`src/rtl/fabric_mem_ld_adapter.sv`:
```
// Load-port adapter for one tagged load port of fabric_memory.
// Round-robin merges NUM_LANES untagged address streams into a single tagged
// request register, and steers tagged load data back into per-lane FIFOs.
// Per-lane credits bound outstanding loads to the FIFO depth, so the response
// side can always accept (mem_resp_ready is tied high).
module fabric_mem_ld_adapter #(
    parameter int unsigned NUM_LANES               = 2,
    parameter int unsigned DATA_WIDTH              = 32,
    parameter int unsigned TAG_WIDTH               = 1,
    parameter int unsigned RESP_DEPTH              = 2,
    parameter logic [15:0] RT_MEMORY_TAG_OOB       = 16'h0011,
    parameter logic [15:0] RT_MEMORY_LD_UNEXPECTED = 16'h0012,
    localparam int unsigned PAYLOAD_WIDTH          = DATA_WIDTH + TAG_WIDTH
) (
    input  logic                                  clk,
    input  logic                                  rst_n,
    input  logic [NUM_LANES-1:0]                  lane_req_valid,
    output logic [NUM_LANES-1:0]                  lane_req_ready,
    input  logic [NUM_LANES-1:0][DATA_WIDTH-1:0]  lane_req_data,
    output logic                                  mem_req_valid,
    input  logic                                  mem_req_ready,
    output logic [PAYLOAD_WIDTH-1:0]              mem_req_data,
    input  logic                                  mem_resp_valid,
    output logic                                  mem_resp_ready,
    input  logic [PAYLOAD_WIDTH-1:0]              mem_resp_data,
    output logic [NUM_LANES-1:0]                  lane_resp_valid,
    input  logic [NUM_LANES-1:0]                  lane_resp_ready,
    output logic [NUM_LANES-1:0][DATA_WIDTH-1:0]  lane_resp_data,
    output logic                                  error_valid,
    output logic [15:0]                           error_code
);

    localparam int unsigned IW  = $clog2(NUM_LANES);
    localparam int unsigned IW1 = IW + 1;
    localparam int unsigned CW  = $clog2(RESP_DEPTH + 1);
    localparam int unsigned PW  = (RESP_DEPTH > 1) ? $clog2(RESP_DEPTH) : 1;

    localparam logic [CW-1:0] DEPTH_C  = CW'(RESP_DEPTH);
    localparam logic [PW-1:0] LAST_PTR = PW'(RESP_DEPTH - 1);
    localparam logic [IW-1:0] LAST_LN  = IW'(NUM_LANES - 1);

    if (TAG_WIDTH < $clog2(NUM_LANES)) begin : g_bad_tag_width
        $fatal(1, "fabric_mem_ld_adapter: TAG_WIDTH too small for NUM_LANES");
    end

    // Request stage register
    logic                  req_full_q, req_full_d;
    logic [TAG_WIDTH-1:0]  req_tag_q,  req_tag_d;
    logic [DATA_WIDTH-1:0] req_addr_q, req_addr_d;
    logic [IW-1:0]         rr_q,       rr_d;

    // Credits and response FIFOs
    logic [CW-1:0]         credit_q [NUM_LANES];
    logic [CW-1:0]         credit_d [NUM_LANES];
    logic [CW-1:0]         count_q  [NUM_LANES];
    logic [CW-1:0]         count_d  [NUM_LANES];
    logic [PW-1:0]         wr_ptr_q [NUM_LANES];
    logic [PW-1:0]         wr_ptr_d [NUM_LANES];
    logic [PW-1:0]         rd_ptr_q [NUM_LANES];
    logic [PW-1:0]         rd_ptr_d [NUM_LANES];
    logic [DATA_WIDTH-1:0] fifo_q   [NUM_LANES][RESP_DEPTH];

    // Sticky error
    logic                  err_valid_q, err_valid_d;
    logic [15:0]           err_code_q,  err_code_d;

    // Combinational control
    logic                  can_load;
    logic                  grant_vld;
    logic [IW-1:0]         grant_idx;
    logic [IW:0]           cand_sum;
    logic [IW-1:0]         cand;
    logic                  req_hs;
    logic [TAG_WIDTH-1:0]  resp_tag;
    logic [DATA_WIDTH-1:0] resp_dat;
    logic                  tag_hit;
    logic                  tag_oob;
    logic                  resp_unexp;
    logic [NUM_LANES-1:0]  push;
    logic [NUM_LANES-1:0]  pop;

    assign mem_req_valid  = req_full_q;
    assign mem_req_data   = {req_tag_q, req_addr_q};
    assign mem_resp_ready = 1'b1;
    assign error_valid    = err_valid_q;
    assign error_code     = err_code_q;
    assign resp_tag       = mem_resp_data[PAYLOAD_WIDTH-1 -: TAG_WIDTH];
    assign resp_dat       = mem_resp_data[DATA_WIDTH-1:0];

    // Round-robin pick of the first eligible lane at or after rr_q
    always_comb begin
        can_load  = !req_full_q || mem_req_ready;
        grant_vld = 1'b0;
        grant_idx = '0;
        cand_sum  = '0;
        cand      = '0;
        for (int unsigned k = 0; k < NUM_LANES; k++) begin
            cand_sum = {1'b0, rr_q} + IW1'(k);
            if (cand_sum >= IW1'(NUM_LANES)) begin
                cand_sum = cand_sum - IW1'(NUM_LANES);
            end
            cand = cand_sum[IW-1:0];
            if (!grant_vld && lane_req_valid[cand] && (credit_q[cand] < DEPTH_C)) begin
                grant_vld = 1'b1;
                grant_idx = cand;
            end
        end
        req_hs         = grant_vld && can_load;
        lane_req_ready = '0;
        if (req_hs) begin
            lane_req_ready[grant_idx] = 1'b1;
        end
    end

    // Request register and round-robin pointer next state
    always_comb begin
        req_full_d = req_full_q;
        req_tag_d  = req_tag_q;
        req_addr_d = req_addr_q;
        rr_d       = rr_q;
        if (req_hs) begin
            req_full_d = 1'b1;
            req_tag_d  = TAG_WIDTH'(grant_idx);
            req_addr_d = lane_req_data[grant_idx];
            rr_d       = (grant_idx == LAST_LN) ? '0 : grant_idx + 1'b1;
        end else if (mem_req_ready) begin
            req_full_d = 1'b0;
        end
    end

    // Response steering: classify the incoming response and pick its FIFO
    always_comb begin
        tag_hit    = 1'b0;
        resp_unexp = 1'b0;
        push       = '0;
        for (int unsigned i = 0; i < NUM_LANES; i++) begin
            pop[i] = (count_q[i] != '0) && lane_resp_ready[i];
            if (resp_tag == TAG_WIDTH'(i)) begin
                tag_hit = 1'b1;
                if (mem_resp_valid) begin
                    // Full test uses the pre-pop count: a same-cycle pop does not make room
                    if ((count_q[i] == DEPTH_C) || (credit_q[i] == '0)) begin
                        resp_unexp = 1'b1;
                    end else begin
                        push[i] = 1'b1;
                    end
                end
            end
        end
        tag_oob = mem_resp_valid && !tag_hit;
    end

    // Credit, FIFO occupancy and pointer next state
    always_comb begin
        credit_d = credit_q;
        count_d  = count_q;
        wr_ptr_d = wr_ptr_q;
        rd_ptr_d = rd_ptr_q;
        for (int unsigned i = 0; i < NUM_LANES; i++) begin
            if (req_hs && (grant_idx == IW'(i)) && !pop[i]) begin
                credit_d[i] = credit_q[i] + 1'b1;
            end else if (pop[i] && !(req_hs && (grant_idx == IW'(i)))) begin
                credit_d[i] = credit_q[i] - 1'b1;
            end
            if (push[i] && !pop[i]) begin
                count_d[i] = count_q[i] + 1'b1;
            end else if (pop[i] && !push[i]) begin
                count_d[i] = count_q[i] - 1'b1;
            end
            if (push[i]) begin
                wr_ptr_d[i] = (wr_ptr_q[i] == LAST_PTR) ? '0 : wr_ptr_q[i] + 1'b1;
            end
            if (pop[i]) begin
                rd_ptr_d[i] = (rd_ptr_q[i] == LAST_PTR) ? '0 : rd_ptr_q[i] + 1'b1;
            end
        end
    end

    // First error wins; OOB outranks an unexpected response in the same cycle
    always_comb begin
        err_valid_d = err_valid_q;
        err_code_d  = err_code_q;
        if (!err_valid_q) begin
            if (tag_oob) begin
                err_valid_d = 1'b1;
                err_code_d  = RT_MEMORY_TAG_OOB;
            end else if (resp_unexp) begin
                err_valid_d = 1'b1;
                err_code_d  = RT_MEMORY_LD_UNEXPECTED;
            end
        end
    end

    // Head-of-FIFO presentation to each lane
    always_comb begin
        for (int unsigned i = 0; i < NUM_LANES; i++) begin
            lane_resp_valid[i] = (count_q[i] != '0);
            lane_resp_data[i]  = fifo_q[i][rd_ptr_q[i]];
        end
    end

    // Control state registers with synchronous reset
    always_ff @(posedge clk) begin
        if (!rst_n) begin
            req_full_q  <= 1'b0;
            req_tag_q   <= '0;
            req_addr_q  <= '0;
            rr_q        <= '0;
            err_valid_q <= 1'b0;
            err_code_q  <= '0;
            for (int unsigned i = 0; i < NUM_LANES; i++) begin
                credit_q[i] <= '0;
                count_q[i]  <= '0;
                wr_ptr_q[i] <= '0;
                rd_ptr_q[i] <= '0;
            end
        end else begin
            req_full_q  <= req_full_d;
            req_tag_q   <= req_tag_d;
            req_addr_q  <= req_addr_d;
            rr_q        <= rr_d;
            err_valid_q <= err_valid_d;
            err_code_q  <= err_code_d;
            credit_q    <= credit_d;
            count_q     <= count_d;
            wr_ptr_q    <= wr_ptr_d;
            rd_ptr_q    <= rd_ptr_d;
        end
    end

    // FIFO storage; contents are only observed while count is non-zero
    always_ff @(posedge clk) begin
        for (int unsigned i = 0; i < NUM_LANES; i++) begin
            if (rst_n && push[i]) begin
                fifo_q[i][wr_ptr_q[i]] <= resp_dat;
            end
        end
    end

endmodule

```
`config.mk`:
```
export PLATFORM = sky130hd
export DESIGN_NAME = fabric_mem_ld_adapter
export DESIGN_NICKNAME = d
export VERILOG_FILES = /design/src/rtl/fabric_mem_ld_adapter.sv
export SDC_FILE = /design/constraint.sdc
export NUM_CORES = 1
export LEC_CHECK = 0
export ABC_CLOCK_PERIOD_IN_PS = 4000
export BUFFER_PORTS_ARGS = -buffer_cell sky130_fd_sc_hd__buf_2
export CORE_AREA = 2 2 184 132
export CTS_CLUSTER_SIZE = 16
export DETAILED_ROUTE_END_ITERATION = 7
export DIE_AREA = 0 0 186 134
export GPL_ROUTABILITY_DRIVEN = 0
export PLACE_DENSITY = 0.64
export SLEW_MARGIN = 20
export SYNTH_ARGS = -nofsm -noshare
export SYNTH_HDL_FRONTEND = slang
export SYNTH_SLANG_ARGS = --single-unit
export TNS_END_PERCENT = 10
```
`constraint.sdc`:
```
create_clock -name clk -period 4 [get_ports clk]
set_clock_uncertainty 0.15 [all_clocks]
set_input_delay 0.8 -clock clk [delete_from_list [all_inputs] [get_ports clk]]
set_output_delay 0.8 -clock clk [all_outputs]
set_load 0.005 [all_outputs]
```
# Word level (Yosys, flattened, before mapping)
# Memories as Yosys holds them, arrays and structs flattened.
# Index checks and enable logic that the tools add are counted.
# op_classes
n_addsub,16
magnitude_cmp,16
eq_ne,2
n_mux,67
n_bitwise,8
n_reduce_logical,43
# ops
operator,count
two-way mux 32 bit,10
two-way mux 64 bit,4
demux 32 bit (select 1 bit),2
OR reduction 64 bit,1
two-way mux 1 bit,35
two-way mux 2 bit,15
logical AND 1 bit,21
>= comparator 2 bit (second input constant),7
nonzero test 2 bit,7
inverter 1 -> 2 bit,6
adder 2 x 1 -> 2 bit (second input constant),4
logical NOT 1 bit,8
subtractor 2 x 1 -> 2 bit (second input constant),4
less-than comparator 1 x 2 -> 1 bit (second input constant),3
adder 1 bit (second input constant),5
== test 2 bit (second input constant),2
logical NOT 2 bit,2
less-than comparator 2 x 1 -> 1 bit (second input constant),2
less-than comparator 2 bit (second input constant),2
logical OR 1 bit,3
adder 1 x 1 -> 2 bit (second input constant),1
>= comparator 1 x 2 -> 1 bit (second input constant),1
inverter 1 bit,2
AND reduction 2 bit,1
3 further kinds,4
# word_totals
ff_bits,49
mem_bits_rw,128
n_memories,1
# memory_table
memory,words,word_bits,read_ports,rd_clocked_by_memory_dff,write_ports,line,source
fifo_q,2,64,2,0,1,61,logic [DATA_WIDTH-1:0] fifo_q [NUM_LANES][RESP_DEPTH];

# Longest topological paths before layout
# depth
depth_word,19
mapped_depth,9

# Worst setup path after synthesis
# No wires, ideal clock.
# synth_path
path_kind,in2reg
from,input port mem_resp_data[32]
to,"memory fifo_q[0][32] (netlist bit), enable pin"
arrival_time_ns,2.640
t_required_ns,3.429
path_slack_ns,0.789
stages,3
cell_sequence,nor4b_2 -> nand2_1 -> nor2_1
# synth_via
elab_chain_len,6
word_cells_on_any_way,11
# synth_lines
element,line,source
start: declaration,25,"input logic [PAYLOAD_WIDTH-1:0] mem_resp_data,"
two-way mux 1 bit,138,if (resp_tag == TAG_WIDTH'(i)) begin
logical AND 1 bit,234,if (rst_n && push[i]) begin
two-way mux 1 bit,234,
two-way mux 64 bit (implied by the code),235,fifo_q[i][wr_ptr_q[i]] <= resp_dat;
OR reduction 64 bit (no line),n/a,
two-way mux 1 bit (no line) / two-way mux 64 bit (equally long branches),n/a,
end: declaration,61,
# Several ways; a longest one is shown, not always the timed one.

==> metrics.md <==
| Metric | Value |
|---|---|
| DRC viols | `0` |
| Synthesized instance count | `~420` |
| DRT iter0 DRCs | `about 220` |
| Starting Density | `0.296` |
| Vias in the first global route | `4077` |
| Status | `finished, final reports clean` |
| Post-DP HPWL | `between 9 and 10 mm` |
| Via/cell ratio | `about 4.4` |
| Cell Chain, Critical Path | `mux2_2, buf_2` |
| Final setup fails | `0` |
| Fmax | `around 0.35 GHz` |
| Slowest stage cell, crit path | `dfxtp_2` |
| Total die area | `roughly 0.025 mm2` |
| Finished Layout Cells | `960` |
| Hold_buf cts | `0` |
| Synth Area per Inst | `about 16 um2` |
| Root buf cell | `clkbuf_16` |
| Pre-CTS setup slack | `1140 ps` |
| Synth top area cells | `edfxtp_1, dfxtp_1, mux2_2, a221o_1, and3_1` |
| Setup bufs post-CTS | `0` |
| Most common cell after layout, fill and taps aside | `buf_2` |
| Setup TNS | `0 ps` |
| Combinational power share | `0.215` |
| Area growth, synth to finish | `27.4%` |
| Max-slew headroom | `0.391` |
| Number of library cell types mapped by synthesis | `38` |
| Total GRT Usage | `0.124` |
| Critical path capture point type | `output pin` |
| Crit-path leading delay family | `flip-flops` |
| Reg2reg path depth | `7` |
| Actual transition at the worst max-transition pin | `slightly above 900 ps` |
| Global-route wire length before repair | `22.7 mm` |
| Final Hold Fails | `0` |
| Post-synthesis mux area share | `0.105` |
| Placed cell count | `928` |
| Pin count of the biggest net entering global routing | `34` |
| Worst hold path depth | `2` |
| Leakage power | `0.00356 uW` |
| DRT antenna net count | `0` |
| Final hold slack | `318 ps` |
| Met1 usage | `0.171` |
| Wire per inst | `15.6 um` |
| Area share of and/or/nand/nor cells after synthesis | `0.0651` |
| CTS clk-pin slew, worst paths | `roughly 70 ps` |
| Worst Path Max Fanout | `33` |
| Psw | `roughly 1500 uW` |
| Post-layout util | `0.377` |
| Critical Path AT | `between 1500 and 2000 ps` |
| Cell Rows | `47` |
| Final wirelength | `15.0 mm` |
| WP data required | `between 3000 and 4000 ps` |
| Internal power | `3720 uW` |
| Synth Area in XOR/XNOR | `0.0127` |
| GRT busiest layer | `met2` |
| CP bufs+invs | `1` |
| Sequential area share after synthesis | `0.702` |
| PostCTS Resize Cnt | `0` |
| Chip height | `between 100 and 150 um` |
| # IOs | `roughly 230` |
| Via count | `around 4200` |
| Power per cell area | `590 mW/mm2` |
| Die width | `186 um` |
| CP startpoint kind | `flip-flop` |
| GR Layer Usage met2 | `0.180` |
| RSZ-0062 raised after global routing | `no` |
| Critical path depth | `2` |
| Nets@finish | `about 740` |
| Commonest non-fill, non-tap cells in the layout | `buf_2, edfxtp_1, mux2_2, dfxtp_1, and3_1` |
| Clock Sink Count | `177` |
| Switching share of power | `0.281` |
| #FFs+latches synth | `between 150 and 200` |
| Max incr delay on CP | `900 ps` |
| Core ar. | `~0.023 mm2` |
| Synth Area in Adders | `0.00728` |
| Total CTS buffers | `17` |
| GRT overflow | `0` |
| Sequential power share | `0.456` |
| Largest area contributor in the netlist | `edfxtp_1` |
| Share of post-route cells with drive strength above 1 | `0.508` |
| H-tree depth | `4` |
| Mapped Area | `0.00688 mm2` |
| Setup CP Type | `reg2out` |
| Max-cap violations | `0` |
| TritonCTS clock tree | `built` |
| CTS Buffer Depth | `2` |
| Main combinational cell family by area after synthesis | `multiplexers` |
| Port bufs | `209` |
| Clk_lat worst skew | `430 ps` |
| Maximum VDD drop | `253 uV` |
| M3 GR Usage | `0.0464` |
| Area fraction of the dominant cell type after synthesis | `0.559` |
| Tmin final | `around 2900 ps` |
| Final setup margin | `between 1000 and 1500 ps` |
| Synth Area in Compound Gates | `0.0691` |
| # diodes | `0` |
| Initial antenna violation count | `2` |
| Period utilisation layout | `0.724` |
| Fillers | `about 2200` |
| Yosys Warn Count | `0` |
| First-pass DRT Iterations | `4` |
| Pins Over Slew Limit | `0` |
| Worst hold path type | `reg2reg` |
| Clk pwr share | `0.329` |
## cell families after synthesis
| group | Yosys count |
|---|---|
| adders and majority gates | 4 |
| and+or+nand+nor | 73 |
| buffers and inverters | 42 |
| xor gates and xnor gates | 10 |
| DFF | 177 |
| other | 2 |
| muxes | 64 |
| AOI/OAI and AO/OA | 52 |
## flip-flops by register name, indices dropped and copies added, names as in the netlist, 2 cells and up
name	flops
rd_ptr_q	2
count_q	4
fifo_q	128
credit_q	4
wr_ptr_q	2
req_addr_q	32
## worst paths after layout
path	from	endpoint	slack, ps
setup / recovery	rd_ptr_q[0]	lane_resp_data[41]	1110
hold / removal	error_code[1]	error_code[1]	320
setup reg to reg	credit_q[1]	credit_q[3]	1690
hold reg to reg	error_code[1]	error_code[1]	320
## synth_stat cells
cell	number
a221o_2	2
and2_4	1
inv_1	2
nor2_1	5
and3_1	35
o21ai_2	1
edfxtp_1	128
o22ai_1	2
or2_2	2
conb_1	2
buf_6	4
o211ai_1	1
dfxtp_1	49
mux2_2	64
a21boi_0	5
a21oi_2	1
nor2b_4	2
nand2_1	12
nor4b_2	1
o31ai_1	2
nand2b_1	1
o21ai_0	5
o2111a_1	1
buf_4	17
a21boi_4	1
ha_1	4
a221o_1	30
or3_2	1
buf_2	9
and2_1	7
a21boi_1	1
clkbuf_1	10
nand3_1	1
xnor2_1	6
nor2b_1	1
or3_1	3
nand2b_4	1
xor2_1	4
## layer usage
metal / routed length, um / vias up
met3: 897 / 10
met2: 6840 / 101
li1: - / 2012
met1: 7080 / 2078
met4: 134 / 2
met5: 13 / -
## power by group through the flow
stage                     sequential [uW]  clock, uW  combinational [uW]
after global routing                 2400       1840                1230
after global placement               2410          0                1120
after detailed placement             2410          0                1120
final                                2360       1700                1110
after floorplan                      2280          0                 791
after CTS                            2370       1760                1130
## per-stage QoR
step | power [uW] | instance area [um2]
6_report | 5170 | 8760
5_1_grt | 5470 | 8760
4_1_cts | 5260 | 8760
3_5_place_dp | 3530 | 8160
3_3_place_gp | 3520 | 8160
2_1_floorplan | 3070 | 6930
## layout make-up
cell class / count / area, um2 / share of cell area
clock buffer: 17 / 425 / 0.0486
timing repair buffer: 213 / 1080 / 0.123
multi-input combinational: 218 / 1860 / 0.212
clock inverter: 15 / 173 / 0.0197
tap: 318 / 398 / 0.0454
sequential: 177 / 4830 / 0.551
inverter: 2 / 7.51 / 0.000857
## worst min-delay path, delay by kind of cell, from the launching register on
| family | cells | cell delay, ps |
|---|---|---|
| DFF | 1 | 320 |
| and+or+nand+nor | 1 | 50 |
| AOI/OAI and AO/OA | 1 | 50 |
Power figures use the tool's default switching activity.
